## src/rtl/ov5640_pkg.sv

```systemverilog
// ov5640_pkg: shared OV5640 sequencer state encoding and default 50 MHz delay constants
package ov5640_pkg;
  typedef enum logic [2:0] {
    WAIT_PWR,
    ACTIVE,
    WAIT_FRAME,
    RST_HOLD,
    PWDN_SETTLE,
    SLEEP,
    WAKE_RST,
    WAKE_SETTLE
  } slp_state_t;
  localparam int unsigned DLY_RST_HOLD     = 50_000;
  localparam int unsigned DLY_PWDN_SETTLE  = 50_000;
  localparam int unsigned DLY_WAKE_RST     = 100_000;
  localparam int unsigned DLY_WAKE_SETTLE  = 1_050_000;
  localparam int unsigned DLY_FRAME_TMO    = 2_500_000;
  localparam int unsigned DLY_CNT_W        = 22;
endpackage

```

## src/rtl/ov5640_sleep_ctrl.sv

```systemverilog
// ov5640_sleep_ctrl: frame-aligned standby entry (RESETB low, then PWDN high) and datasheet-ordered wake for the OV5640; clk sclk, sync active-low s_rst_n, inputs power_done/cam_vsync/sleep_req/wake_req, registered outputs slp_pwdn/slp_resetb/cam_active/sleeping/busy/frame_timeout
module ov5640_sleep_ctrl
  import ov5640_pkg::*;
#(
  parameter int unsigned DELAY_RST_HOLD    = DLY_RST_HOLD,
  parameter int unsigned DELAY_PWDN_SETTLE = DLY_PWDN_SETTLE,
  parameter int unsigned DELAY_WAKE_RST    = DLY_WAKE_RST,
  parameter int unsigned DELAY_WAKE_SETTLE = DLY_WAKE_SETTLE,
  parameter int unsigned FRAME_TIMEOUT     = DLY_FRAME_TMO,
  parameter int unsigned CNT_W             = DLY_CNT_W
) (
  input  logic sclk,
  input  logic s_rst_n,
  input  logic power_done,
  input  logic cam_vsync,
  input  logic sleep_req,
  input  logic wake_req,
  output logic slp_pwdn,
  output logic slp_resetb,
  output logic cam_active,
  output logic sleeping,
  output logic busy,
  output logic frame_timeout
);
  slp_state_t state, state_n;
  logic [CNT_W-1:0] cnt;
  logic vsync_d, vs_rise, ft_n, counting;
  assign vs_rise = cam_vsync & ~vsync_d;
  assign counting = state inside {WAIT_FRAME, RST_HOLD, PWDN_SETTLE, WAKE_RST, WAKE_SETTLE};
  always_comb begin
    state_n = state;
    ft_n = frame_timeout;
    case (state)
      WAIT_PWR:    state_n = power_done ? ACTIVE : WAIT_PWR;
      ACTIVE:      if (sleep_req) begin
        state_n = WAIT_FRAME;
        ft_n = 1'b0;
      end
      WAIT_FRAME:  if (vs_rise) state_n = RST_HOLD;
                   else if (cnt == CNT_W'(FRAME_TIMEOUT - 1)) begin
                     state_n = RST_HOLD;
                     ft_n = 1'b1;
                   end
      RST_HOLD:    state_n = (cnt == CNT_W'(DELAY_RST_HOLD - 1)) ? PWDN_SETTLE : RST_HOLD;
      PWDN_SETTLE: state_n = (cnt == CNT_W'(DELAY_PWDN_SETTLE - 1)) ? SLEEP : PWDN_SETTLE;
      SLEEP:       state_n = wake_req ? WAKE_RST : SLEEP;
      WAKE_RST:    state_n = (cnt == CNT_W'(DELAY_WAKE_RST - 1)) ? WAKE_SETTLE : WAKE_RST;
      WAKE_SETTLE: state_n = (cnt == CNT_W'(DELAY_WAKE_SETTLE - 1)) ? ACTIVE : WAKE_SETTLE;
      default:     state_n = WAIT_PWR;
    endcase
    if (!power_done && state != WAIT_PWR) begin
      state_n = WAIT_PWR;
      ft_n = frame_timeout;
    end
  end
  always_ff @(posedge sclk) begin
    if (!s_rst_n) begin
      state <= WAIT_PWR;
      cnt <= '0;
      vsync_d <= 1'b0;
      slp_pwdn <= 1'b0;
      slp_resetb <= 1'b1;
      cam_active <= 1'b0;
      sleeping <= 1'b0;
      busy <= 1'b0;
      frame_timeout <= 1'b0;
    end else begin
      state <= state_n;
      cnt <= (state_n != state || !counting) ? '0 : cnt + 1'b1;
      vsync_d <= cam_vsync;
      slp_pwdn <= state_n inside {PWDN_SETTLE, SLEEP};
      slp_resetb <= !(state_n inside {RST_HOLD, PWDN_SETTLE, SLEEP, WAKE_RST});
      cam_active <= state_n == ACTIVE;
      sleeping <= state_n == SLEEP;
      busy <= state_n inside {WAIT_FRAME, RST_HOLD, PWDN_SETTLE, WAKE_RST, WAKE_SETTLE};
      frame_timeout <= ft_n;
    end
  end
endmodule

```

## config.mk

```make
export PLATFORM = sky130hd
export DESIGN_NAME = ov5640_sleep_ctrl
export DESIGN_NICKNAME = d
export VERILOG_FILES = /design/src/rtl/ov5640_pkg.sv /design/src/rtl/ov5640_sleep_ctrl.sv
export SDC_FILE = /design/constraint.sdc
export NUM_CORES = 1
export LEC_CHECK = 0
export CAP_MARGIN = 25
export CORE_UTILIZATION = 60
export CTS_BUF_LIST = sky130_fd_sc_hd__clkbuf_8
export DETAILED_ROUTE_END_ITERATION = 10
export PLACE_DENSITY = 0.85
export SYNTH_ARGS = -nofsm -noshare
export SYNTH_HDL_FRONTEND = slang
export SYNTH_SLANG_ARGS = --single-unit
export TNS_END_PERCENT = 30
```

## constraint.sdc

```tcl
create_clock -name sclk -period 2.53 [get_ports sclk]
set_input_delay 0.759 -clock sclk [delete_from_list [all_inputs] [get_ports sclk]]
set_output_delay 0.759 -clock sclk [all_outputs]
set_load 0.02 [all_outputs]
```

==> run_results.csv <==
group,metric,value,unit
finish,final_nets,220,
hold_path,hold_class,"flop to flop",
clock_tree,clk_latency,0.28,ns
finish,fin_area,1870,um2
synth,yosys-top-cells-count,"nor2_1 (38), dfxtp_1 (32), nand2_1 (16)",
floorplanning,start_util,0.652,
route,routed_wirelength,3520,um
synth,ys_seq_area_frac,0.386,
synth,synth_area_leaders,"dfxtp_1 (39%), nor2_1 (8.6%), xor2_1 (6.3%)",
synth,synth-seq-cells,32,
worst_setup_path,crit_fanout,22,
timing,skew,0.00451,ns
synth,synth.most_common_cell,"nor2_1",
floorplanning,die_h,54.6,um
timing,final-setup-viol-count,0,
clock_tree,clock_path_buffers,2,
grt,grt_pass1_wl,6110,um
timing,slew_violations,0,
finish,seq_area,641,um2
floorplanning,die_area,2980,um2
floorplanning,ios,12,
clock_tree,clock-sinks,32,
synth,synth_fp_nets,209,
synth,ys.flop_type,"dfxtp_1",
timing,grt_setup_unrepaired,"false",
timing,worst_pin_slew,0.699,ns
synth,synthArstFlopShare,0,
route,drtIter0Drc,64,
floorplanning,row_count,18,
timing,max_freq,0.420,GHz
place,post_dp_cell_area,1790,um2
synth,syn_inst,202,
timing,period_needed,2.38,ns
floorplanning,core-area,2540,um2
floorplanning,die_w,54.6,um
synth,synth.largest_area_cell,"dfxtp_1",
place,port_buffers,11,
clock_tree,htreeDepth,2,
route,drc,0,
finish,drive_above_1_share,0.0892,
synth,ys_types,45,
worst_setup_path,reg2regPathDepth,7,
worst_setup_path,cp-end-kind,"flop",
pwr,power_density,488,nW/um2
synth,synth_edf_count,0,
synth,avgSynthCellArea,8.22,um2
grt,antenna_found_initial,0,
worst_setup_path,path_class,"flop to flop",
worst_setup_path,cp-start-kind,"flop",
clock_tree,post-cts-setup-buffers,0,
timing,setup_tns,0,ns
grt,grt_pass1_vias,1389,
route,dr.pass1.iters,5,
grt,grt_max_degree,23,
clock_tree,cts.clk_slew.worst_paths,0.06,ns
synth,synth_top_area_frac,0.386,
timing,slew_headroom,0.530,
pwr,ir_drop,0.000501,V
route,drt.antenna.violating_nets,0,
pwr,cellLeakagePower,0.611,nW
finish,multi_input_area,948,um2
synth,ys_warn_count,0,
clock_tree,cts_tree,"done",
clock_tree,cts_root_buf,"clkbuf_8",
place,hpwl,2610,um
route,vias,1493,
grt,globalRouteTotalUtil,0.301,
route,wl_per_cell,14.5,um
worst_setup_path,arrival,2.55,ns
hold_path,hold_depth,1,
finish,area_growth,12.7,%
finish,num_antenna_cells,0,
route,vias_per_cell,6.14,
finish,fillers,200,
synth,netlist_area,1660,um2
place,gp_congestion,0.882,
clock_tree,numCtsBuffers,5,
status,status,"finished, final reports clean",
worst_setup_path,cp.required,2.70,ns
clock_tree,ctsHoldBuffers,0,
grt,grt-ovfl-total,0,
timing,period_share,0.942,
timing,hold_viol_final,0,
job,maxCapViolCount,0,
-- metal layers --
metal,track usage,up-vias,share of wire
li1,-,732,-
met1,0.360,698,0.43
met2,0.458,54,0.47
met3,0.0917,9,0.074
met4,0.201,0,0.020
met5,0,-,0
-- stage by stage --
step	hold slack, ns	utilization	cells	setup slack [ns]	power (mW)
detailed placement	0.457	0.703	236	0.0773	0.570
finish	0.468	0.735	243	0.147	0.914
CTS	0.471	0.733	243	0.0499	0.926
global placement	0.442	0.703	236	0.211	0.568
floorplan	0.430	-	202	0.336	0.552
global route	0.522	0.735	243	0.0198	0.947
-- cells by family (layout without fill, tap and decap cells) --
family | Yosys count | count (layout) | synth area share
simple gates | 112 | 112 | 0.356
flops | 32 | 32 | 0.386
xor+xnor | 20 | 20 | 0.106
compound gates | 18 | 18 | 0.0791
buf+inv | 16 | 27 | 0.0467
mux | 3 | 3 | 0.0188
fa+ha+maj | 1 | 1 | 0.00753
-- final timing paths --
path,slack (ns),start,to
setup reg to reg,0.15,cnt[13]$_SDFF_PP0_,cnt[3]$_SDFF_PP0_
hold reg to reg,0.47,cnt[0]$_SDFF_PP0_,cnt[0]$_SDFF_PP0_
setup / recovery,0.15,cnt[13]$_SDFF_PP0_,cnt[3]$_SDFF_PP0_
hold / removal,0.47,cnt[0]$_SDFF_PP0_,cnt[0]$_SDFF_PP0_
-- critical path: stages, from the launching register on --
cell and delay (ns):
dfxtp_1 0.38, or4_1 0.56, or4_1 0.51, o22ai_1 0.19
nor3_2 0.10, o221ai_2 0.27, buf_12 0.19, nor2_1 0.07
-- layout make-up --
cell class | count | area share
multi-input combinational | 154 | 0.507
sequential | 32 | 0.342
timing repair buffer | 14 | 0.0775
clock buffer | 5 | 0.0368
tap | 30 | 0.0201
inverter | 6 | 0.0120
clock inverter | 2 | 0.00468
-- flip-flops by register name, indices dropped and copies added (netlist names) --
register and count:
busy 1, cnt 22, cam_active 1, sleeping 1, state 3, slp_pwdn 1, vsync_d 1, frame_timeout 1
slp_resetb 1
-- where the power goes --
part           internal, mW  leakage (nW)  switching, mW  total [mW]
Clock                 0.182        0.0452          0.172       0.354
Sequential            0.508         0.259        0.00515       0.513
Combinational        0.0225         0.307         0.0237      0.0463
Total                 0.713         0.611          0.201       0.914
-- layout by cell type, fill, tap and decap left out, types with 2 or more instances in the layout --
| cell | count |
|---|---|
| and4_1 | 2 |
| nand2_1 | 16 |
| o21ai_0 | 2 |
| nand2b_1 | 2 |
| xor2_1 | 12 |
| or4_1 | 3 |
| and2_1 | 3 |
| a211oi_1 | 2 |
| xnor2_1 | 8 |
| o22ai_1 | 2 |
| clkdlybuf4s50_1 | 11 |
| nor4_1 | 5 |
| mux2i_1 | 2 |
| inv_1 | 7 |
| a21oi_1 | 4 |
| clkbuf_8 | 5 |
| or4b_1 | 2 |
| nand3_1 | 9 |
| and3_1 | 5 |
| nor4_2 | 2 |
| buf_4 | 2 |
| dfxtp_1 | 32 |
| nor3b_1 | 2 |
| nor2_1 | 38 |
| and2_2 | 2 |
| nand4_1 | 9 |
| nor3_1 | 4 |
-- what timing repair did --
item | in CTS | in global routing
setup endpoints to repair | 0 | 22
endpoints found under the hold margin | 0 | 0
resized for setup | 0 | 1
No activity file was read; power rests on OpenSTA's default activity.
